### src/rtl/ibuf_pad_pkg.sv
// ibuf_pad_rx shared types: bus-ownership states
// and counter width helpers.
package ibuf_pad_pkg;

  typedef enum logic [1:0] {
    DRIVE  = 2'd0,
    TURN   = 2'd1,
    LISTEN = 2'd2
  } state_t;

  // Bits needed to hold 0..n inclusive.
  function automatic int cnt_w(input int n);
    return (n < 1) ? 1 : $clog2(n + 1);
  endfunction

endpackage

### src/rtl/ibuf_pad_rx_sync.sv
// pad_sync: N-flop synchronizer / delay line.
// i_clk, i_rst_n (async low), i_d -> o_q.
module pad_sync #(
  parameter int STAGES = 2
) (
  input  logic i_clk,
  input  logic i_rst_n,
  input  logic i_d,
  output logic o_q
);

  logic [STAGES-1:0] r_q;

  always_ff @(posedge i_clk or negedge i_rst_n) begin
    if (!i_rst_n) begin
      r_q <= '0;
    end else begin
      r_q <= {r_q[STAGES-2:0], i_d};
    end
  end

  assign o_q = r_q[STAGES-1];

endmodule

### src/rtl/ibuf_pad_rx.sv
// ibuf_pad_rx: pad receive path with sync, glitch
// filter, bus-turnaround tracking and contention flag.
// C/CLR_N clock+async reset; PAD raw pad; T/I local
// tri-state ctl/data; O filtered level, O_VALID in
// LISTEN, RISE/FALL edge pulses, MISMATCH contention.
module ibuf_pad_rx
  import ibuf_pad_pkg::*;
#(
  parameter int SYNC_STAGES = 2,
  parameter int FILTER_LEN  = 3,
  parameter int TURN_CYCLES = 2
) (
  input  logic C,
  input  logic CLR_N,
  input  logic PAD,
  input  logic T,
  input  logic I,
  output logic O,
  output logic O_VALID,
  output logic RISE,
  output logic FALL,
  output logic MISMATCH
);

  localparam int FW = cnt_w(FILTER_LEN);
  localparam int TW = cnt_w(TURN_CYCLES);
  localparam int SW = cnt_w(SYNC_STAGES);

  logic w_ps;
  logic w_id;

  pad_sync #(.STAGES(SYNC_STAGES)) u_pad (
    .i_clk   (C),
    .i_rst_n (CLR_N),
    .i_d     (PAD),
    .o_q     (w_ps)
  );

  // I delayed by the same depth so it lines up
  // with the synchronized pad level.
  pad_sync #(.STAGES(SYNC_STAGES)) u_idly (
    .i_clk   (C),
    .i_rst_n (CLR_N),
    .i_d     (I),
    .o_q     (w_id)
  );

  state_t          r_state;
  state_t          w_next;
  logic [TW-1:0]   r_tcnt;
  logic [TW-1:0]   w_tcnt;
  logic [TW-1:0]   w_tinc;

  always_ff @(posedge C or negedge CLR_N) begin
    if (!CLR_N) begin
      r_state <= TURN;
      r_tcnt  <= '0;
    end else begin
      r_state <= w_next;
      r_tcnt  <= w_tcnt;
    end
  end

  always_comb begin
    w_next = r_state;
    w_tcnt = r_tcnt;
    w_tinc = r_tcnt + TW'(1);
    unique case (r_state)
      DRIVE: begin
        if (T) begin
          w_next = TURN;
          w_tcnt = '0;
        end
      end
      TURN: begin
        if (!T) begin
          w_next = DRIVE;
          w_tcnt = '0;
        end else if (w_tinc == TW'(TURN_CYCLES)) begin
          w_next = LISTEN;
          w_tcnt = '0;
        end else begin
          w_tcnt = w_tinc;
        end
      end
      LISTEN: begin
        if (!T) begin
          w_next = DRIVE;
        end
      end
      default: begin
        w_next = TURN;
        w_tcnt = '0;
      end
    endcase
  end

  // Glitch filter: O follows ps only after
  // FILTER_LEN consecutive differing samples.
  logic [FW-1:0] r_fcnt;
  logic [FW-1:0] w_finc;
  logic          w_fhit;
  logic          r_o;

  assign w_finc = r_fcnt + FW'(1);
  assign w_fhit = (w_ps != r_o) &&
                  (w_finc == FW'(FILTER_LEN));

  always_ff @(posedge C or negedge CLR_N) begin
    if (!CLR_N) begin
      r_fcnt <= '0;
      r_o    <= 1'b0;
    end else begin
      if (w_ps == r_o) begin
        r_fcnt <= '0;
      end else if (w_fhit) begin
        r_fcnt <= '0;
        r_o    <= w_ps;
      end else if (r_fcnt != FW'(FILTER_LEN)) begin
        r_fcnt <= w_finc;
      end
    end
  end

  // Settle count: ps/id still carry pre-drive
  // history for the first SYNC_STAGES cycles.
  logic [SW-1:0] r_scnt;
  logic          w_settled;
  logic          w_enter_drv;
  logic          w_stay_lsn;

  assign w_enter_drv = (w_next == DRIVE) &&
                       (r_state != DRIVE);
  assign w_settled   = r_scnt >= SW'(SYNC_STAGES - 1);
  assign w_stay_lsn  = (r_state == LISTEN) &&
                       (w_next == LISTEN);

  always_ff @(posedge C or negedge CLR_N) begin
    if (!CLR_N) begin
      r_scnt <= '0;
    end else if (w_enter_drv) begin
      r_scnt <= '0;
    end else if ((r_state == DRIVE) &&
                 (r_scnt != SW'(SYNC_STAGES))) begin
      r_scnt <= r_scnt + SW'(1);
    end
  end

  logic r_valid;
  logic r_rise;
  logic r_fall;
  logic r_mism;

  always_ff @(posedge C or negedge CLR_N) begin
    if (!CLR_N) begin
      r_valid <= 1'b0;
      r_rise  <= 1'b0;
      r_fall  <= 1'b0;
      r_mism  <= 1'b0;
    end else begin
      r_valid <= (w_next == LISTEN);
      r_rise  <= w_stay_lsn && w_fhit && w_ps;
      r_fall  <= w_stay_lsn && w_fhit && !w_ps;
      r_mism  <= (r_state == DRIVE) &&
                 (w_next == DRIVE) &&
                 w_settled && (w_ps != w_id);
    end
  end

  assign O        = r_o;
  assign O_VALID  = r_valid;
  assign RISE     = r_rise;
  assign FALL     = r_fall;
  assign MISMATCH = r_mism;

endmodule

### config.mk
export PLATFORM = sky130hd
export DESIGN_NAME = ibuf_pad_rx
export DESIGN_NICKNAME = d
export VERILOG_FILES = /design/src/rtl/ibuf_pad_pkg.sv /design/src/rtl/ibuf_pad_rx_sync.sv /design/src/rtl/ibuf_pad_rx.sv
export SDC_FILE = /design/constraint.sdc
export NUM_CORES = 1
export LEC_CHECK = 0
export BUFFER_PORTS_ARGS = -buffer_cell sky130_fd_sc_hd__buf_2
export CAP_MARGIN = 0
export CORE_AREA = 2 2 43 45
export CTS_BUF_LIST = sky130_fd_sc_hd__clkbuf_8
export DETAILED_ROUTE_END_ITERATION = 16
export DIE_AREA = 0 0 45 47
export GPL_TIMING_DRIVEN = 0
export PLACE_DENSITY = 0.71
export SKIP_LAST_GASP = 1
export SLEW_MARGIN = 20
export SYNTH_ARGS = -nofsm -noshare
export SYNTH_HDL_FRONTEND = slang
export SYNTH_SLANG_ARGS = --single-unit
### constraint.sdc
create_clock -name C -period 1.77 [get_ports C]
set_input_delay 0.177 -clock C [delete_from_list [all_inputs] [get_ports C]]
set_output_delay 0.177 -clock C [all_outputs]
set_load 0.005 [all_outputs]
==> results.txt <==
status -> finished clean
async set-reset flop share out of synthesis -> 100%
Final #Nets -> 80
Seq pwr share -> 48.5%
CP Class -> reg2reg
Overflow after GRT -> 0
Worst Reg2Reg Path Length in Cells -> 3
Post-Syn Area -> 717 um^2
Hold Slack -> 0.0340 ns
GRT Util Overall -> 11.7%
f_max -> 736 MHz
CTS clock-pin slew for the worst setup and hold paths -> 0.06 ns
die footprint -> 0.00212 mm^2
yosys warns -> 0
post-CTS setup repair buffer count -> 0
top cell type by total area after synthesis -> dfrtp_1
crit end category -> flop
power per cell area -> 1300 mW/mm^2
Starting Density -> 43.4%
final instance area -> 835 um^2
antenna violations before repair -> 0
root buffer selected by CTS -> clkbuf_8
detailed-route vias per instance -> 4.95
CTS tree -> done
Final Hold Fails -> 0
Reg area -> 427 um^2
Detailed Routing Iterations Pass 1 -> 4
CP max FO -> 8
port bufs -> 8
Critical Path AT -> 1.49 ns
die width -> 45 um
Tmin final -> 1.36 ns
Layout fillers -> 148
Hold Crit Class -> in2reg
EDFF count, synth -> 0
r2r startpoint -> r_state[0]
Main synth FF type -> dfrtp_1
worst relative slew slack -> 75.7%
worst hold start -> I
Longest Clk Path Bufs -> 2
Post-Layout Cell Count -> 87
R2R Setup Slk -> 0.41 ns
share of layout cells above drive strength 1 -> 27.1%
DR iter-0 viols -> 3
synth top area cells -> dfrtp_1, ha_1, nor2_1, o21a_1, dfstp_2
Net Sw Frac -> 28.6%
power share of the clock group -> 25.9%
internal power -> 0.775 mW
dpl hpwl -> 735 um
#FFs+latches synth -> 17
dpl cell area -> 778 um^2
power share of the combinational group -> 25.6%
Rows -> 15
# setup viols final -> 0
number of remaining DRC errors -> 0
vias in the first global route -> 418
total number of vias -> 431
WL final -> 979 um
NetSw -> 0.311 mW
setup TNS -> 0 ns
antenna cell count -> 0
WHS Path Cells -> 1
Synth top area share -> 55.8%
skew final -> 0.000840 ns
max_cap viols -> 0
Syn Area/Cell -> 12.6 um^2
RSZ-0062 raised after global routing -> no
Post-Syn Nets -> 66
chip height -> 47 um
Multi-input gate area -> 264 um^2
hold-critical path endpoint -> u_idly.r_q[0]
fin crit share -> 76.8%
num ports -> 10
Req. time, crit path -> 1.90 ns
H-tree level count -> 1
Slew @ Worst Pin -> 0.365 ns
Cells after Synth -> 57
Final ANT Viol Nets -> 0
first-pass GRT wire length -> 1730 um
Startpoint Class -> flop
drt wl/cell -> 11.3 um
clk sinks -> 17
sequential cell area fraction in the yosys report -> 59.5%
final-report max-slew violation count -> 0
commonest cells in the netlist -> dfrtp_1, nor2_1, ha_1, inv_1, o21a_1
Max VDD drop -> 0.602 mV
pin count of the biggest net entering global routing -> 18
GPL Wtd Cong -> 0.714
Reg2Reg Capture Point -> r_scnt[0]
cts bufs inserted -> 3
Area growth syn-to-layout -> 16.4%
Placed Instances -> 82
Synth cell types -> 22
count leader, synth -> dfrtp_1
clk_lat worst skew -> 0.24 ns
CORE AREA -> 0.00165 mm^2
LEAKAGE -> 0.425 nW
[power groups by stage]
stage	Combinational, mW	Sequential, mW	Clock [mW]
finish	0.278	0.527	0.281
global route	0.331	0.541	0.314
CTS	0.285	0.528	0.294
detailed placement	0.283	0.534	0
global placement	0.266	0.529	0
floorplan	0.213	0.523	0
[metrics by stage]
stage / util (%) / setup WS [ns] / power, mW
3_5_place_dp: 47.1 / 0.414 / 0.818
2_1_floorplan: - / 0.466 / 0.736
5_1_grt: 50.5 / 0.327 / 1.19
4_1_cts: 50.5 / 0.400 / 1.11
3_3_place_gp: 47.1 / 0.421 / 0.795
6_report: 50.5 / 0.411 / 1.09
[state kept, by name (all words and copies together), names as in the netlist]
register    count
O_VALID         1
r_tcnt          2
MISMATCH        1
r_state         2
FALL            1
u_pad.r_q       2
r_fcnt          2
RISE            1
r_scnt          2
u_idly.r_q      2
O               1
[critical path, stage by stage, from the launching register on]
cell	delay, ns
dfstp_2	0.58
nor2_1	0.07
a221o_1	0.34
mux2_4	0.26
[routing by layer]
layer	vias to the layer above	share of wire (%)	GRT usage, %
met3	2	4.0	3.46
met1	200	46	14.1
li1	219	-	-
met4	0	0.92	7.06
met2	10	49	18.6
met5	-	0	0
[worst max path at each step]
stage                endpoint        from  cells past startpoint  slack [ns]
global placement    r_scnt[0]  r_state[0]                      3        0.42
global route        r_scnt[0]  r_state[0]                      3        0.33
finish              r_scnt[0]  r_state[0]                      3        0.41
floorplan           r_scnt[0]  r_state[0]                      3        0.47
CTS                 r_scnt[0]  r_state[0]                      3        0.40
detailed placement  r_scnt[0]  r_state[0]                      3        0.41
[final cells by class]
class / count / share of cell area (%)
well taps: 17 / 2.55
inverters: 4 / 1.80
plain buffers: 1 / 1.35
flip-flops and latches: 17 / 51.1
repair buffers: 9 / 6.00
clock buffers: 3 / 4.95
multi-input cells: 35 / 31.6
clock inverters: 1 / 0.600
[cells by family after synthesis]
logic type / synth area share, %
muxes: 3.66
AOI/OAI and AO/OA: 11.2
DFF: 59.5
xor gates and xnor gates: 2.44
buffers and inverters: 3.66
adders and majority gates: 6.98
and+or+nand+nor: 12.6
[placed cells by master (no fill, tap or decap), drive strengths merged, types with 2 or more instances in the layout]
cell type  count
clkbuf         3
o21a           4
nand2b         2
inv            4
ha             4
a21oi          3
nor2           8
dfrtp         16
a21o           2
buf            9
mux2           2
[what timing repair did]
action | in CTS | in global routing
hold buffers | 1 | 0
hold endpoints to repair | 16 | 0
resized for setup | 0 | 0
setup endpoints to repair | 0 | 0
Note: power is estimated with default switching activity, not from simulation.
